===== config.mk =====
export PLATFORM = sky130hd
export DESIGN_NAME = zone_classifier_flat
export DESIGN_NICKNAME = d
export VERILOG_FILES = /design/src/rtl/vpu_zone_pkg.sv /design/src/rtl/zone_classifier_if.sv /design/src/rtl/zone_hyst_filter.sv /design/src/rtl/zone_classifier.sv /design/src/flat_wrapper.sv
export SDC_FILE = /design/constraint.sdc
export NUM_CORES = 1
export LEC_CHECK = 0
export ABC_AREA = 0
export BUFFER_PORTS_ARGS = -buffer_cell sky130_fd_sc_hd__clkbuf_2
export CORE_MARGIN = 4
export CORE_UTILIZATION = 50
export CTS_CLUSTER_DIAMETER = 50
export DETAILED_ROUTE_END_ITERATION = 12
export PLACE_DENSITY = 0.76
export SYNTH_ARGS = -nofsm -noshare
export SYNTH_HDL_FRONTEND = slang
export SYNTH_SLANG_ARGS = --single-unit
export TNS_END_PERCENT = 100

===== constraint.sdc =====
create_clock -name CLK -period 3.4 [get_ports CLK]
set_input_delay 0.68 -clock CLK [delete_from_list [all_inputs] [get_ports CLK]]
set_output_delay 0.68 -clock CLK [all_outputs]
set_load 0.005 [all_outputs]

===== src/rtl/vpu_zone_pkg.sv =====
// vpu_zone_pkg: default zone geometry shared by the VPU zone classifier
// and anything else that needs to decode its zone codes.
//   ZONE_FIRST  first index of band 1
//   ZONE_PITCH  index distance between band starts
//   ZONE_SPAN   indices per band (PITCH-SPAN indices of gap follow each band)
//   ZONE_NUM    number of bands
//   ZONE_NONE   code reported for indices outside every band
package vpu_zone_pkg;
  localparam int ZONE_IDX_W  = 5;
  localparam int ZONE_CODE_W = 3;
  localparam int ZONE_FIRST  = 11;
  localparam int ZONE_PITCH  = 3;
  localparam int ZONE_SPAN   = 2;
  localparam int ZONE_NUM    = 4;
  localparam int ZONE_NONE   = 0;
  localparam int ZONE_STABLE = 3;
endpackage


===== src/rtl/zone_classifier_if.sv =====
// zone_classifier_if: sample stream in, debounced zone stream out.
//   master: FRAME_START, IN_VALID, LUT_INDEX -> ; <- DATA, DATA_VALID, ZONE_CHANGE
//   slave : the classifier side (directions mirrored)
interface zone_classifier_if
  import vpu_zone_pkg::*;
#(
  parameter int IDX_W  = ZONE_IDX_W,
  parameter int ZONE_W = ZONE_CODE_W
);
  logic              FRAME_START;
  logic              IN_VALID;
  logic [IDX_W-1:0]  LUT_INDEX;
  logic [ZONE_W-1:0] DATA;
  logic              DATA_VALID;
  logic              ZONE_CHANGE;

  modport master (
    output FRAME_START, IN_VALID, LUT_INDEX,
    input  DATA, DATA_VALID, ZONE_CHANGE
  );

  modport slave (
    input  FRAME_START, IN_VALID, LUT_INDEX,
    output DATA, DATA_VALID, ZONE_CHANGE
  );
endinterface


===== src/rtl/zone_hyst_filter.sv =====
// zone_hyst_filter: hysteresis/debounce for a small code stream.
// data only moves to a new code after STABLE_CNT consecutive valid samples
// carry that code; a sample equal to the current data abandons the run.
//   clk, rst_n   clock, async active-low reset
//   clr          synchronous clear of data/candidate/count (not a change)
//   in_valid     in_code is a sample this cycle
//   in_code      code to debounce
//   data         debounced code (registered)
//   data_valid   one pulse per accepted sample
//   change       pulse when data takes a new value
module zone_hyst_filter #(
  parameter int ZONE_W     = 3,
  parameter int STABLE_CNT = 3
) (
  input  logic              clk,
  input  logic              rst_n,
  input  logic              clr,
  input  logic              in_valid,
  input  logic [ZONE_W-1:0] in_code,
  output logic [ZONE_W-1:0] data,
  output logic              data_valid,
  output logic              change
);
  localparam int CW = $clog2(STABLE_CNT + 1);

  logic [ZONE_W-1:0] cand;
  logic [CW-1:0]     cnt;
  logic [CW-1:0]     cnt_inc;

  // cnt rests at <= STABLE_CNT-1, so the increment never overflows CW bits
  assign cnt_inc = cnt + CW'(1);

  always_ff @(posedge clk or negedge rst_n) begin
    if (!rst_n) begin
      data       <= '0;
      cand       <= '0;
      cnt        <= '0;
      data_valid <= 1'b0;
      change     <= 1'b0;
    end else if (clr) begin
      data       <= '0;
      cand       <= '0;
      cnt        <= '0;
      data_valid <= 1'b0;
      change     <= 1'b0;
    end else begin
      data_valid <= in_valid;
      change     <= 1'b0;
      if (in_valid) begin
        if (in_code == data) begin
          cand <= data;
          cnt  <= '0;
        end else if (in_code == cand) begin
          if (cnt_inc == CW'(STABLE_CNT)) begin
            data   <= cand;
            cnt    <= '0;
            change <= 1'b1;
          end else begin
            cnt <= cnt_inc;
          end
        end else begin
          // new candidate; with STABLE_CNT==1 the first sample is enough
          if (STABLE_CNT == 1) begin
            data   <= in_code;
            cand   <= in_code;
            cnt    <= '0;
            change <= 1'b1;
          end else begin
            cand <= in_code;
            cnt  <= CW'(1);
          end
        end
      end
    end
  end
endmodule


===== src/rtl/zone_classifier.sv =====
// zone_classifier: maps LUT_INDEX onto NUM_ZONES equally spaced bands
// (1..NUM_ZONES, 0 = gap/outside), registers it (stage 1) and debounces it
// through zone_hyst_filter (stage 2). Latency IN_VALID -> DATA_VALID = 2.
//   CLK, RESET_N  clock, async active-low reset
//   bus (slave)   FRAME_START, IN_VALID, LUT_INDEX in;
//                 DATA, DATA_VALID, ZONE_CHANGE out
module zone_classifier
  import vpu_zone_pkg::*;
#(
  parameter int IDX_W      = ZONE_IDX_W,
  parameter int ZONE_W     = ZONE_CODE_W,
  parameter int NUM_ZONES  = ZONE_NUM,
  parameter int FIRST      = ZONE_FIRST,
  parameter int PITCH      = ZONE_PITCH,
  parameter int SPAN       = ZONE_SPAN,
  parameter int STABLE_CNT = ZONE_STABLE
) (
  input  logic              CLK,
  input  logic              RESET_N,
  zone_classifier_if.slave  bus
);
  if (SPAN < 1 || SPAN > PITCH) begin : g_bad_span
    $error("zone_classifier: SPAN must satisfy 1 <= SPAN <= PITCH");
  end
  if (NUM_ZONES < 1 || NUM_ZONES > (2**ZONE_W) - 1) begin : g_bad_num
    $error("zone_classifier: NUM_ZONES must be 1..2**ZONE_W-1");
  end
  if (STABLE_CNT < 1) begin : g_bad_cnt
    $error("zone_classifier: STABLE_CNT must be >= 1");
  end

  logic [NUM_ZONES-1:0] hit;
  logic [31:0]          idx32;
  logic [ZONE_W-1:0]    raw_zone;
  logic [ZONE_W-1:0]    s1_zone;
  logic                 s1_valid;

  assign idx32 = 32'(bus.LUT_INDEX);

  // one start/end comparator pair per band; bands past the index range
  // simply never hit
  for (genvar b = 0; b < NUM_ZONES; b++) begin : g_band
    localparam int BSTART = FIRST + b * PITCH;
    localparam int BEND   = BSTART + SPAN - 1;
    assign hit[b] = (idx32 >= 32'(BSTART)) && (idx32 <= 32'(BEND));
  end

  // bands are disjoint, so at most one hit bit is set
  always_comb begin
    raw_zone = ZONE_W'(ZONE_NONE);
    for (int b = 0; b < NUM_ZONES; b++)
      if (hit[b]) raw_zone = ZONE_W'(b + 1);
  end

  // stage 1: FRAME_START drops the same-cycle sample
  always_ff @(posedge CLK or negedge RESET_N) begin
    if (!RESET_N) begin
      s1_valid <= 1'b0;
      s1_zone  <= '0;
    end else if (bus.FRAME_START) begin
      s1_valid <= 1'b0;
      s1_zone  <= '0;
    end else begin
      s1_valid <= bus.IN_VALID;
      if (bus.IN_VALID) s1_zone <= raw_zone;
    end
  end

  // stage 2: clearing on FRAME_START also discards the sample in stage 1
  zone_hyst_filter #(
    .ZONE_W     (ZONE_W),
    .STABLE_CNT (STABLE_CNT)
  ) u_filt (
    .clk        (CLK),
    .rst_n      (RESET_N),
    .clr        (bus.FRAME_START),
    .in_valid   (s1_valid),
    .in_code    (s1_zone),
    .data       (bus.DATA),
    .data_valid (bus.DATA_VALID),
    .change     (bus.ZONE_CHANGE)
  );
endmodule


===== src/flat_wrapper.sv =====
// flat-port wrapper written by rule: the top's interface ports become plain ports
module zone_classifier_flat import vpu_zone_pkg::*;
#(
  parameter int IDX_W      = ZONE_IDX_W,
  parameter int ZONE_W     = ZONE_CODE_W,
  parameter int NUM_ZONES  = ZONE_NUM,
  parameter int FIRST      = ZONE_FIRST,
  parameter int PITCH      = ZONE_PITCH,
  parameter int SPAN       = ZONE_SPAN,
  parameter int STABLE_CNT = ZONE_STABLE
)
  (CLK, RESET_N, bus_FRAME_START, bus_IN_VALID, bus_LUT_INDEX, bus_DATA, bus_DATA_VALID, bus_ZONE_CHANGE);
  zone_classifier_if #(.IDX_W(IDX_W), .ZONE_W(ZONE_W)) bus_i ();
  input  logic CLK;
  input  logic RESET_N;
  input wire logic [$bits(bus_i.FRAME_START)-1:0] bus_FRAME_START;
  input wire logic [$bits(bus_i.IN_VALID)-1:0] bus_IN_VALID;
  input wire logic [$bits(bus_i.LUT_INDEX)-1:0] bus_LUT_INDEX;
  output wire logic [$bits(bus_i.DATA)-1:0] bus_DATA;
  output wire logic [$bits(bus_i.DATA_VALID)-1:0] bus_DATA_VALID;
  output wire logic [$bits(bus_i.ZONE_CHANGE)-1:0] bus_ZONE_CHANGE;
  assign bus_i.FRAME_START = bus_FRAME_START;
  assign bus_i.IN_VALID = bus_IN_VALID;
  assign bus_i.LUT_INDEX = bus_LUT_INDEX;
  assign bus_DATA = bus_i.DATA;
  assign bus_DATA_VALID = bus_i.DATA_VALID;
  assign bus_ZONE_CHANGE = bus_i.ZONE_CHANGE;
  zone_classifier #(.IDX_W(IDX_W), .ZONE_W(ZONE_W), .NUM_ZONES(NUM_ZONES), .FIRST(FIRST), .PITCH(PITCH), .SPAN(SPAN), .STABLE_CNT(STABLE_CNT)) u_core (.CLK(CLK), .RESET_N(RESET_N), .bus(bus_i));
endmodule

== Word level (Yosys, flattened, before mapping) ==
Cells that the tools add are included.
Storage, ports and cells
  output and inout bits: 5
  flip-flop bits (word level): 14
  logic and storage cells: 58
  bits of input ports: 9
Operators by class
  equality and inequality tests: 5
  reduce and logical (&&, ||, !) cells: 10
  muxes and demuxes: 27
  add/subtract/negate cells: 1
  order comparisons: 8
Operators by type and width (number)
  $mux 3: 14
  $ge 5x4->1 const B: 2
  $ge 5x5->1 const B: 2
  $le 5x4->1 const B: 2
  $le 5x5->1 const B: 2
  $mux 2: 5
  $mux 1: 8
  $reduce_bool 2->1: 4
  $eq 3x3->1: 2
  $logic_and 1x1->1: 4
  $reduce_and 4->1: 1
  $ne 3x3->1 const B: 1
  $add 2x1->2 const B: 1
  $eq 2x2->1 const B: 1
  $ne 2x2->1 const B: 1
  $reduce_and 2->1: 1

== Logic depth before layout (Yosys ltp) ==
Gate-level depths: netlist of the first run.
  depth in word-level cells: 8
  mapped depth: 5
  mapped depth without buffers: 4

== By module ==
A second synthesis of the first run with hierarchy kept.
Second synthesis, totals
  cell total of the unflattened synthesis: 75
  area, all modules: 759.5 sq um
Modules (own cells, without submodules)
  zone_hyst_filter: area each 546.8 sq um, instances 1, cells an instance 55, sequential area each 250.2 sq um
  zone_classifier: area each 212.7 sq um, instances 1, cells an instance 20, sequential area each 100.1 sq um

== Least setup slack after synthesis of the first run ==
Ideal clock, no wire load.
  path type: register to register
  start point: reg u_core.s1_zone[0]
  end point: reg u_core.u_filt.cand[0]
  path buffers: 0
  required time: 3.321 ns
  data arrival time: 1.247 ns
  cell stages (with the launch flop): 5
  setup time: 0.079 ns
  period minus slack after synthesis: 1.326 ns
  setup slack: 2.074 ns
  path through: dfrtp_1 > xnor2_1 > nand3_1 > a21oi_2 > mux2i_1
On the way
  cells in the longest elaborated chain, start to end: 4
  elaborated cells on any way between the ends: 8
  those cells by class: eq/ne (3); mux (4); reduce/logical (1)
RTL lines
  start: declaration: RTL line zone_classifier.sv:35  | logic [ZONE_W-1:0] s1_zone;
  start signal: assignment: RTL line zone_classifier.sv:65  | if (bus.IN_VALID) s1_zone <= raw_zone;
  $eq 3x3->1 / $mux 3 (equally long branches): RTL line zone_hyst_filter.sv:50, zone_hyst_filter.sv:53
  $mux 3: RTL line zone_hyst_filter.sv:50  | if (in_code == data) begin
  $mux 3: RTL line zone_hyst_filter.sv:49  | if (in_valid) begin
  $mux 3: RTL line zone_hyst_filter.sv:40  | end else if (clr) begin
  end signal: assignment: RTL line zone_hyst_filter.sv:51  | cand <= data;
  end signal: assignment: RTL line zone_hyst_filter.sv:65  | cand <= in_code;
  end signal: assignment: RTL line zone_hyst_filter.sv:69  | cand <= in_code;
  end: declaration: RTL line zone_hyst_filter.sv:26  | logic [ZONE_W-1:0] cand;
Parallel ways exist; a longest one is shown, timed or not. The select of a mux whose other input is x is not followed.
A chain may end at the register's enable or synchronous reset.

== Final worst setup path of the first run ==
  start point: reg u_core.u_filt.data[2]
  end point: out bus_DATA[2]
RTL lines
  start: declaration: RTL line zone_hyst_filter.sv:20  | output logic [ZONE_W-1:0] data,
  start signal: assignment: RTL line zone_hyst_filter.sv:55  | data <= cand;
  start signal: assignment: RTL line zone_hyst_filter.sv:64  | data <= in_code;
  end: declaration: RTL line flat_wrapper.sv:19  | output wire logic [$bits(bus_i.DATA)-1:0] bus_DATA;
No word-level cell between the ends.

==> results of run 1 <==
worst max path at each step:
stage,start,end,slack [ps],cells past startpoint
global route,u_core.s1_zone[1],u_core.u_filt.data[0],1840,4
CTS,u_core.u_filt.data[2],bus_DATA[2],1880,1
floorplan,u_core.s1_zone[0],u_core.u_filt.cand[0],2070,4
global placement,bus_LUT_INDEX[1],u_core.s1_zone[1],1930,5
finish,u_core.u_filt.data[2],bus_DATA[2],1890,1
detailed placement,bus_LUT_INDEX[1],u_core.s1_zone[0],1910,4
layer usage:
| metal | track usage [%] | vias up | share of wire [%] |
|---|---|---|---|
| li1 | - | 308 | - |
| met2 | 23.5 | 19 | 48 |
| met1 | 18.5 | 290 | 45 |
| met3 | 3.38 | 4 | 5.2 |
| met5 | 0 | - | 0 |
| met4 | 6.45 | 0 | 1.2 |
power by group through the flow:
stage               clock (uW)  sequential (uW)  combinational (uW)
detailed placement           0              179                40.6
global route               129              176                45.0
global placement             0              178                39.5
finish                     117              175                40.6
floorplan                    0              177                26.1
CTS                        121              175                40.8
kinds of logic (layout without fill, tap and decap cells):
logic type                after synthesis  count (layout)  share of synthesized area, %
and+or+nand+nor                        29              29                          20.7
AOI/OAI and AO/OA                      17              17                          15.3
DFF                                    14              14                          44.7
xor gates and xnor gates               10              10                          12.1
muxes                                   4               4                          5.10
buffers and inverters                   4              19                          2.07
placed cells by master, fill, tap and decap left out, types with 2 or more instances in the layout:
| master | instances |
|---|---|
| nor2_1 | 6 |
| o41ai_1 | 2 |
| dfrtp_1 | 14 |
| nand3_1 | 4 |
| nor2b_1 | 2 |
| a21oi_1 | 6 |
| nor3_1 | 4 |
| o21ai_0 | 5 |
| xor2_1 | 3 |
| clkbuf_2 | 13 |
| nand4b_1 | 3 |
| xnor2_1 | 6 |
| nand2_1 | 2 |
| clkbuf_4 | 3 |
| mux2i_1 | 4 |
| inv_1 | 2 |
| nand2b_1 | 5 |
state kept, by name, indices dropped and copies added (netlist names):
register and flops:
u_core.u_filt.data 3, u_core.s1_valid 1, u_core.u_filt.change 1, u_core.s1_zone 3, u_core.u_filt.cnt 2, u_core.u_filt.cand 3, u_core.u_filt.data_valid 1
layout make-up:
cell class / instances / share of cell area, %
Tap cell: 16 / 2.23
Inverter: 2 / 0.837
Clock buffer: 4 / 4.04
Sequential cell: 14 / 39.1
Multi-Input combinational cell: 60 / 46.6
Timing Repair Buffer: 13 / 7.25
stage by stage:
| stage | power [uW] | cells | area, sq um |
|---|---|---|---|
| after global placement | 218 | 105 | 861 |
| after global routing | 350 | 109 | 897 |
| after CTS | 337 | 109 | 897 |
| final | 333 | 109 | 897 |
| after detailed placement | 219 | 105 | 861 |
| after floorplan | 203 | 78 | 785 |
==> flow_summary.json, run 1 <==
{
  "worst_pin_slew_ps": 381,
  "cts_resized": 0,
  "r2r-start": "u_core.s1_zone[1]",
  "ys_seq_elements": 14,
  "p_int_uw": 252,
  "drtAntennaViolNets": 0,
  "max_freq_ghz": 0.664,
  "max_slew_margin_pct": 74.4,
  "grt-ovfl-total": 0,
  "peakVddDrop_v": 0.000234,
  "antenna_found_initial": 0,
  "multi_input_area_sq_um": 418,
  "clk_pin_slew_worst_paths_ps": 90,
  "path_delay_family": "flip-flops",
  "cts_buffer_depth": 2,
  "yosysUniqueCellTypes": 25,
  "holdBufCountCts": 0,
  "n_antenna_cell": 0,
  "fin_util_pct": 60.3,
  "core_sq_um": 1490,
  "slew_viol_final": 0,
  "worstSetupStartpointType": "flop",
  "finalWirelength_um": 1460,
  "final.min_clock_period_ps": 1510,
  "regArea_sq_um": 350,
  "gp_congestion": 0.810,
  "die_h_um": 47.6,
  "synth-edff-count": 0,
  "yosysMostFrequentCell": "dfrtp_1",
  "r2r_slack_ps": 1930,
  "reg2regPathDepth": 4,
  "swShare_pct": 24.3,
  "fin_tns_setup_ps": 0,
  "synth-seq-area-share_pct": 44.7,
  "initial_core_util_pct": 52.7,
  "crit_slowest_cell": "dfrtp_1",
  "synth_ff_type": "dfrtp_1",
  "cp_cell_sequence": "clkbuf_2",
  "hold_ws_ps": 284,
  "rsz0062_at_grt": "no",
  "ios": 14,
  "synth_nets": 87,
  "p_switching_uw": 80.9,
  "track_usage_pct": 14.6,
  "syn_avg_cell_area_sq_um": 10.1,
  "cts_tree": "yes",
  "finalClockSkew_ps": 8.55,
  "maxCapViolCount": 0,
  "pwr-share-seq_pct": 52.6,
  "dp_slack_ps": 1910,
  "yosys_warnings": 0,
  "crit_path_end_kind": "primary output",
  "grt_pass1_vias": 554,
  "hpwl_um": 1130,
  "status": "finished, final reports clean",
  "firstDrtPassIters": 4,
  "htreeDepth": 1,
  "critical-path-max-stage-delay_ps": 420,
  "crit_type": "flop to primary output",
  "wl_per_cell_um": 13.4,
  "clock_sinks": 14,
  "cts-buffers-inserted": 3,
  "grt_first_pass_wirelength_um": 2330,
  "synth_top_area_share_pct": 44.7,
  "root_buffer": "clkbuf_4",
  "worstPathBufferInverterCount": 1,
  "viasPerCell": 5.70,
  "hp-class": "input pin to asynchronous set/reset pin",
  "setup_viol": 0,
  "die_w_um": 47.6,
  "netlist_top_cells_area": "dfrtp_1 45%, xnor2_1 6.7%, mux2i_1 5.1%, nand2b_1 4.0%, a21oi_1 3.8%",
  "drc_errors": 0,
  "p_clk_share_pct": 35.2,
  "cts_setup_buffers": 0,
  "vias": 621,
  "reg2reg_to": "u_core.u_filt.cand[1]",
  "setup_ws_ps": 1890,
  "clk_latency_ps": 280,
  "areaGrowthSynthToFinish_pct": 14.4,
  "synthTopCellsByCount": "14 x dfrtp_1, 6 x a21oi_1, 6 x nor2_1, 6 x xnor2_1",
  "ys_async_sr_fraction_pct": 100,
  "dr.first_iter.drc_count": 14,
  "power_density_nw_per_um2": 371,
  "leakage_uw": 0.000391,
  "fill_cells": 134,
  "grt_start_max_net_pins": 17,
  "cp.required_ps": 2720,
  "synth_cells": 78,
  "worstPathMaxFanout": 3,
  "final_hold_viol_count": 0,
  "min_period_over_period_pct": 44.3,
  "p_comb_share_pct": 12.2,
  "final_nets": 103,
  "portBuffers": 13,
  "synth_top_area_cell": "dfrtp_1",
  "num_rows": 14,
  "layout-drive-gt1-share_pct": 21.5,
  "die-area_sq_um": 2270,
  "arrival_ps": 830,
  "synth.cell_area_sq_um": 785
}
Power figures use the tool's default switching activity.
==> run 2, diff against run 1 <==
Settings changed: ABC_AREA 0 to 1, CORE_UTILIZATION 50 to 47, PLACE_DENSITY 0.76 to 0.75.
Clock period 3.4 ns to 1.2 ns, I/O delays scaled along.
==> run 2 against run 1 <==
Compared with the run above:
- flip-flop and latch count is the same
- non-clock buffer count increased by 16
- clock power increased to 3.0 times the previous value
- critical path type is now flop to flop
- die area is 6.3% higher
- setup slack lost 2000 ps
- combinational power increased to 4.0 times the previous value
- register-to-register slack worse by 2000 ps
- the flow now finishes with violations (negative setup slack)
- synthesized cell count grew 36%
==> flow_summary.json, run 2 <==
{
  "ys_seq_elements": 14,
  "die_w_um": 49.1,
  "initial_core_util_pct": 50.9,
  "final_nets": 149,
  "clk_latency_ps": 290,
  "finalClockSkew_ps": 5.04,
  "grt_start_max_net_pins": 15,
  "p_clk_share_pct": 35.3,
  "cts-buffers-inserted": 3,
  "ios": 14,
  "r2r-start": "u_core.u_filt.cand[1]",
  "critical-path-max-stage-delay_ps": 430,
  "maxCapViolCount": 0,
  "leakage_uw": 0.000615,
  "worstPathMaxFanout": 5,
  "die-area_sq_um": 2410,
  "layout_common_cells": "33 x nand2_1, 15 x inv_1, 13 x clkbuf_2",
  "track_usage_pct": 20.9,
  "grt-ovfl-total": 0,
  "synth-edff-count": 0,
  "pwr-share-seq_pct": 48.5,
  "cp.required_ps": 1430,
  "htreeDepth": 1,
  "layout-drive-gt1-share_pct": 38.1,
  "gp_congestion": 0.873,
  "mostFrequentLayoutCell": "nand2_1",
  "worstPathBufferInverterCount": 0,
  "firstDrtPassIters": 4,
  "core_sq_um": 1560,
  "p_int_uw": 726,
  "arrival_ps": 1510,
  "num_rows": 14,
  "synth.cell_area_sq_um": 793,
  "crit_path_end_kind": "flop",
  "synthTopCellsByCount": "36 x nand2_1, 15 x inv_1, 14 x dfrtp_1, 12 x nand3_1, 8 x nor2_1",
  "crit_slowest_cell": "dfrtp_1",
  "dp_slack_ps": -126,
  "worst_pin_slew_ps": 379,
  "violations": "negative setup slack",
  "syn_avg_cell_area_sq_um": 7.48,
  "root_buffer": "clkbuf_4",
  "yosysMostFrequentCell": "nand2_1",
  "grt_first_pass_wirelength_um": 3830,
  "yosys_warnings": 0,
  "final.min_clock_period_ps": 1280,
  "die_h_um": 49.1,
  "reg_top3": "u_core.s1_zone x3, u_core.u_filt.cand x3, u_core.u_filt.data x3",
  "yosysUniqueCellTypes": 15,
  "synth_top_area_share_pct": 44.2,
  "cp-endpoint": "u_core.u_filt.cand[1]",
  "n_antenna_cell": 0,
  "synth_ff_type": "dfrtp_1",
  "vias": 833,
  "status": "finished, violations left",
  "hp-class": "input pin to flop",
  "cp_common_cell": "nand2_2",
  "critPathLaunch": "u_core.u_filt.cand[1]",
  "portBuffers": 13,
  "antenna_found_initial": 0,
  "clock_sinks": 14,
  "crit_type": "flop to flop",
  "setup_viol": 9,
  "ys_async_sr_fraction_pct": 100,
  "synth_nets": 115,
  "reg2reg_to": "u_core.u_filt.cand[1]",
  "viasPerCell": 5.37,
  "critical_path_depth": 7,
  "finalWirelength_um": 2230,
  "rsz0062_at_grt": "yes",
  "netlist_top_cells_area": "dfrtp_1 44%, nand2_1 17%, nand3_1 7.6%, inv_1 7.1%, xnor2_1 4.4%",
  "r2r_slack_ps": -80,
  "areaGrowthSynthToFinish_pct": 42.4,
  "setup_ws_ps": -81.6,
  "power_density_nw_per_um2": 886,
  "path_delay_family": "simple AND/OR/NAND/NOR gates",
  "synth-seq-area-share_pct": 44.2,
  "fill_cells": 120,
  "drtAntennaViolNets": 0,
  "clk_pin_slew_worst_paths_ps": 90,
  "reg2regPathDepth": 7,
  "cts_tree": "yes",
  "drc_errors": 0,
  "max_freq_ghz": 0.780,
  "min_period_over_period_pct": 107,
  "worstSetupStartpointType": "flop",
  "max_slew_margin_pct": 74.7,
  "synth_cells": 106,
  "swShare_pct": 27.5,
  "wl_per_cell_um": 14.4,
  "peakVddDrop_v": 0.000639,
  "hpwl_um": 1540,
  "cp_cell_sequence": "xnor2_2 -> nand2_2 -> nor2_4 -> nand3_2 -> nand2_2 -> nand2_1 -> nand2_2",
  "dr.first_iter.drc_count": 32,
  "p_comb_share_pct": 16.3,
  "slew_viol_final": 0,
  "cts_buffer_depth": 2,
  "synth_top_area_cell": "dfrtp_1",
  "p_switching_uw": 275,
  "fin_util_pct": 72.5,
  "final_hold_viol_count": 0,
  "grt_pass1_vias": 861
}
==> run 2: cell types whose count changed after synthesis, sizes merged, moves of 4 or more <==
cell / change
a21oi: -7
inv: +13
mux2i: -4
nand2: +36
nand2b: -5
nand3: +10
nand4: +4
nor2: +4
==> run 2: worst min-delay path by stage <==
stage | cells past startpoint | startpoint | slack (ps) | endpoint
after floorplan | 0 | RESET_N | -60 | u_core.s1_valid
final | 3 | bus_IN_VALID | 200 | u_core.s1_valid
after global placement | 1 | RESET_N | 160 | u_core.u_filt.cand[2]
after global routing | 3 | bus_IN_VALID | 220 | u_core.s1_valid
after CTS | 3 | bus_IN_VALID | 200 | u_core.s1_valid
after detailed placement | 1 | RESET_N | 170 | u_core.u_filt.cand[2]
==> run 2: logic make-up (layout without fill, tap and decap cells) <==
| group | after synthesis | after routing | share of synthesized area [%] |
|---|---|---|---|
| AO/OA/AOI/OAI | 4 | 4 | 3.00 |
| buffers and inverters | 15 | 48 | 7.10 |
| flip-flops | 14 | 14 | 44.2 |
| AND/OR/NAND/NOR | 69 | 69 | 41.3 |
| XOR/XNOR | 4 | 4 | 4.42 |
==> run 2: metal layers <==
layer,share of wire (%),GRT usage [%]
met5,0,0
met4,3.1,12.8
met3,4.5,3.67
met2,52,35.9
met1,40,23.7
==> run 2: what timing repair did <==
| action | CTS | global route |
|---|---|---|
| endpoints found under the setup margin | 9 | 11 |
| pin swaps | 6 | 2 |
| hold buffers | 1 | 0 |
| gates resized for setup | 16 | 5 |
| buffers inserted | 3 | 0 |
| hold endpoints to repair | 14 | 0 |
==> run 2: metrics by stage <==
stage / hold slack, ps / TNS, ps / power, uW / std cells / cell area, sq um
floorplan: -55.6 / 0 / 567 / 106 / 793
global route: 217 / -1140 / 1060 / 155 / 1130
global placement: 165 / -143 / 617 / 147 / 968
detailed placement: 168 / -725 / 624 / 147 / 968
finish: 202 / -531 / 1000 / 155 / 1130
CTS: 199 / -388 / 996 / 155 / 1110
==> run 2: layout make-up <==
class,count,area (sq um),area share [%]
Clock buffer,4,36.3,3.21
Inverter,15,56.3,4.98
Multi-Input combinational cell,77,465,41.2
Sequential cell,14,353,31.2
Tap cell,16,20.0,1.77
Timing Repair Buffer,29,199,17.6
==> run 2: power groups by stage <==
stage | clock network, uW | logic, uW | registers (uW)
2_1_floorplan | 0 | 73.4 | 493
3_3_place_gp | 0 | 123 | 493
3_5_place_dp | 0 | 130 | 494
4_1_cts | 353 | 158 | 485
5_1_grt | 393 | 179 | 486
6_report | 353 | 163 | 486
==> run 2: worst reg2reg max path, stage by stage, from the launching register on <==
cell and delay, ps:
dfrtp_1 430, xnor2_2 210, nand2_2 90, nor2_4 200, nand3_2 100, nand2_2 80
nand2_1 60, nand2_2 60
==> run 3, diff against run 2 <==
Settings changed: CTS_CLUSTER_SIZE set to 10, SETUP_SLACK_MARGIN set to 0.5.
==> run 3 against run 2 <==
Compared with the run above:
- the flow finishes with violations (negative hold slack, negative setup slack)
- routed wire length decreased by 17%
- setup slack better by 14 ps
- global-route usage down 3.9 points
- fmax increased by 1.1%
- first-iteration DRC count is 34% lower
- critical path type unchanged
- sequential power about the same
- design area increased by 0.33%
- worst hold slack worse by 350 ps
- utilization is 0.24 points higher
==> flow_summary.json, run 3 (synthesis results as in run 2) <==
{
  "n_antenna_cell": 0,
  "wl_per_cell_um": 12.1,
  "reg2regPathDepth": 6,
  "grt_start_max_net_pins": 15,
  "critPathLaunch": "u_core.s1_zone[2]",
  "cp.required_ps": 1360,
  "setup_viol": 7,
  "crit_path_end_kind": "flop",
  "fin_util_pct": 72.7,
  "gp_congestion": 0.854,
  "r2r_slack_ps": -70,
  "top_usage_layer": "met2",
  "p_total_uw": 911,
  "slew_viol_final": 0,
  "postPlaceCellArea_sq_um": 953,
  "layout_common_cells": "32 x nand2_1, 12 x clkbuf_2, 12 x dfrtp_1",
  "antenna_found_initial": 0,
  "p_int_uw": 662,
  "clk_latency_ps": 280,
  "ios": 14,
  "die_h_um": 49.1,
  "hold_ws_ps": -143,
  "track_usage_pct": 17.0,
  "dr.first_iter.drc_count": 21,
  "grtUsageMet2_pct": 29.0,
  "finalWirelength_um": 1860,
  "worstPathBufferInverterCount": 0,
  "critical-path-max-stage-delay_ps": 460,
  "min_period_over_period_pct": 106,
  "die-area_sq_um": 2410,
  "num_rows": 14,
  "worstPathMaxFanout": 6,
  "max_freq_ghz": 0.789,
  "violations": "negative hold slack, negative setup slack",
  "mostFrequentLayoutCell": "nand2_1",
  "cp-endpoint": "u_core.u_filt.cand[2]",
  "cts_tree": "yes",
  "cp_common_cell": "nand2_1",
  "worst_pin_slew_ps": 361,
  "worstSetupStartpointType": "flop",
  "clk_pin_slew_worst_paths_ps": 80,
  "p_switching_uw": 249,
  "swShare_pct": 27.3,
  "root_buffer": "clkbuf_4",
  "portBuffers": 13,
  "cts_buffer_depth": 2,
  "reg2reg_to": "u_core.u_filt.cand[2]",
  "pwr-share-seq_pct": 53.4,
  "cts-buffers-inserted": 3,
  "final_hold_viol_count": 14,
  "grt_pass1_vias": 753,
  "status": "finished, violations left",
  "peakVddDrop_v": 0.000741,
  "finalClockSkew_ps": 5.23,
  "cp_cell_sequence": "xnor2_2 -> nand3_4 -> nand3_2 -> nand2_2 -> nand2_1 -> nand2_1",
  "arrival_ps": 1430,
  "use_met1_pct": 20.2,
  "max_slew_margin_pct": 75.9,
  "drtAntennaViolNets": 0,
  "final.min_clock_period_ps": 1270,
  "p_comb_share_pct": 18.4,
  "crit_slowest_cell": "dfrtp_2",
  "use_met3_pct": 3.98,
  "vias": 795,
  "htreeDepth": 1,
  "hpwl_um": 1340,
  "r2r-start": "u_core.s1_zone[2]",
  "rsz0062_at_grt": "yes",
  "grt-ovfl-total": 0,
  "reg_top3": "u_core.s1_zone x3, u_core.u_filt.cand x3, u_core.u_filt.data x3",
  "die_w_um": 49.1,
  "core_sq_um": 1560,
  "leakage_uw": 0.000608,
  "path_delay_family": "flip-flops",
  "viasPerCell": 5.20,
  "layout-drive-gt1-share_pct": 44.5,
  "fill_cells": 122,
  "initial_core_util_pct": 50.9,
  "grt_first_pass_wirelength_um": 3150,
  "final_cell_area_sq_um": 1130,
  "power_density_nw_per_um2": 803,
  "areaGrowthSynthToFinish_pct": 42.9,
  "hp-class": "input pin to asynchronous set/reset pin",
  "clock_sinks": 14,
  "firstDrtPassIters": 4,
  "drc_errors": 0,
  "crit_type": "flop to flop",
  "setup_ws_ps": -67.8,
  "maxCapViolCount": 0,
  "final_nets": 148,
  "critical_path_depth": 6,
  "p_clk_share_pct": 28.2
}
-- run 3: metrics by stage --
step	instances	TNS [ps]	worst slack (ps)
5_1_grt	153	-1080	-158
3_5_place_dp	144	-292	-82.1
4_1_cts	148	-294	-71.2
6_report	153	-332	-67.8
2_1_floorplan	106	0	51.0
3_3_place_gp	144	-34.8	-13.5
-- run 3: per-layer routing --
metal / up-vias / share of wire (%)
met1: 366 / 42
met2: 20 / 52
met5: - / 0
met3: 6 / 4.4
met4: 0 / 2.0
li1: 403 / -
-- run 3: worst min-delay path by stage --
stage,end,depth (start not counted)
6_report,u_core.u_filt.change,1
3_5_place_dp,u_core.u_filt.cand[0],1
2_1_floorplan,u_core.s1_valid,0
5_1_grt,u_core.u_filt.cand[0],1
3_3_place_gp,u_core.u_filt.data[0],1
4_1_cts,u_core.u_filt.cand[0],1
-- run 3: what timing repair did --
action	in CTS	in global routing
gates resized for setup	14	16
pin swaps	7	6
endpoints found under the setup margin	18	18
setup buffers	1	5
endpoints found under the hold margin	14	14
-- run 3: power by group through the flow --
stage	clock, uW	combinational (uW)	sequential, uW
finish	257	168	486
global route	291	186	487
CTS	266	141	486
detailed placement	0	131	493
global placement	0	127	493
floorplan	0	75.3	493
-- run 3: final cells by class --
cell class	instances	area (sq um)	area share, %
Tap cell	16	20.0	1.77
Timing Repair Buffer	28	200	17.7
Sequential cell	14	353	31.1
Clock buffer	3	22.5	1.99
Inverter	15	56.3	4.97
Multi-Input combinational cell	77	482	42.5
-- run 3: worst register-to-register path, cell delays in order (launching register included) --
cell and delay [ps]:
dfrtp_2 460, xnor2_2 250, nand3_4 150, nand3_2 110, nand2_2 70, nand2_1 60, nand2_1 60
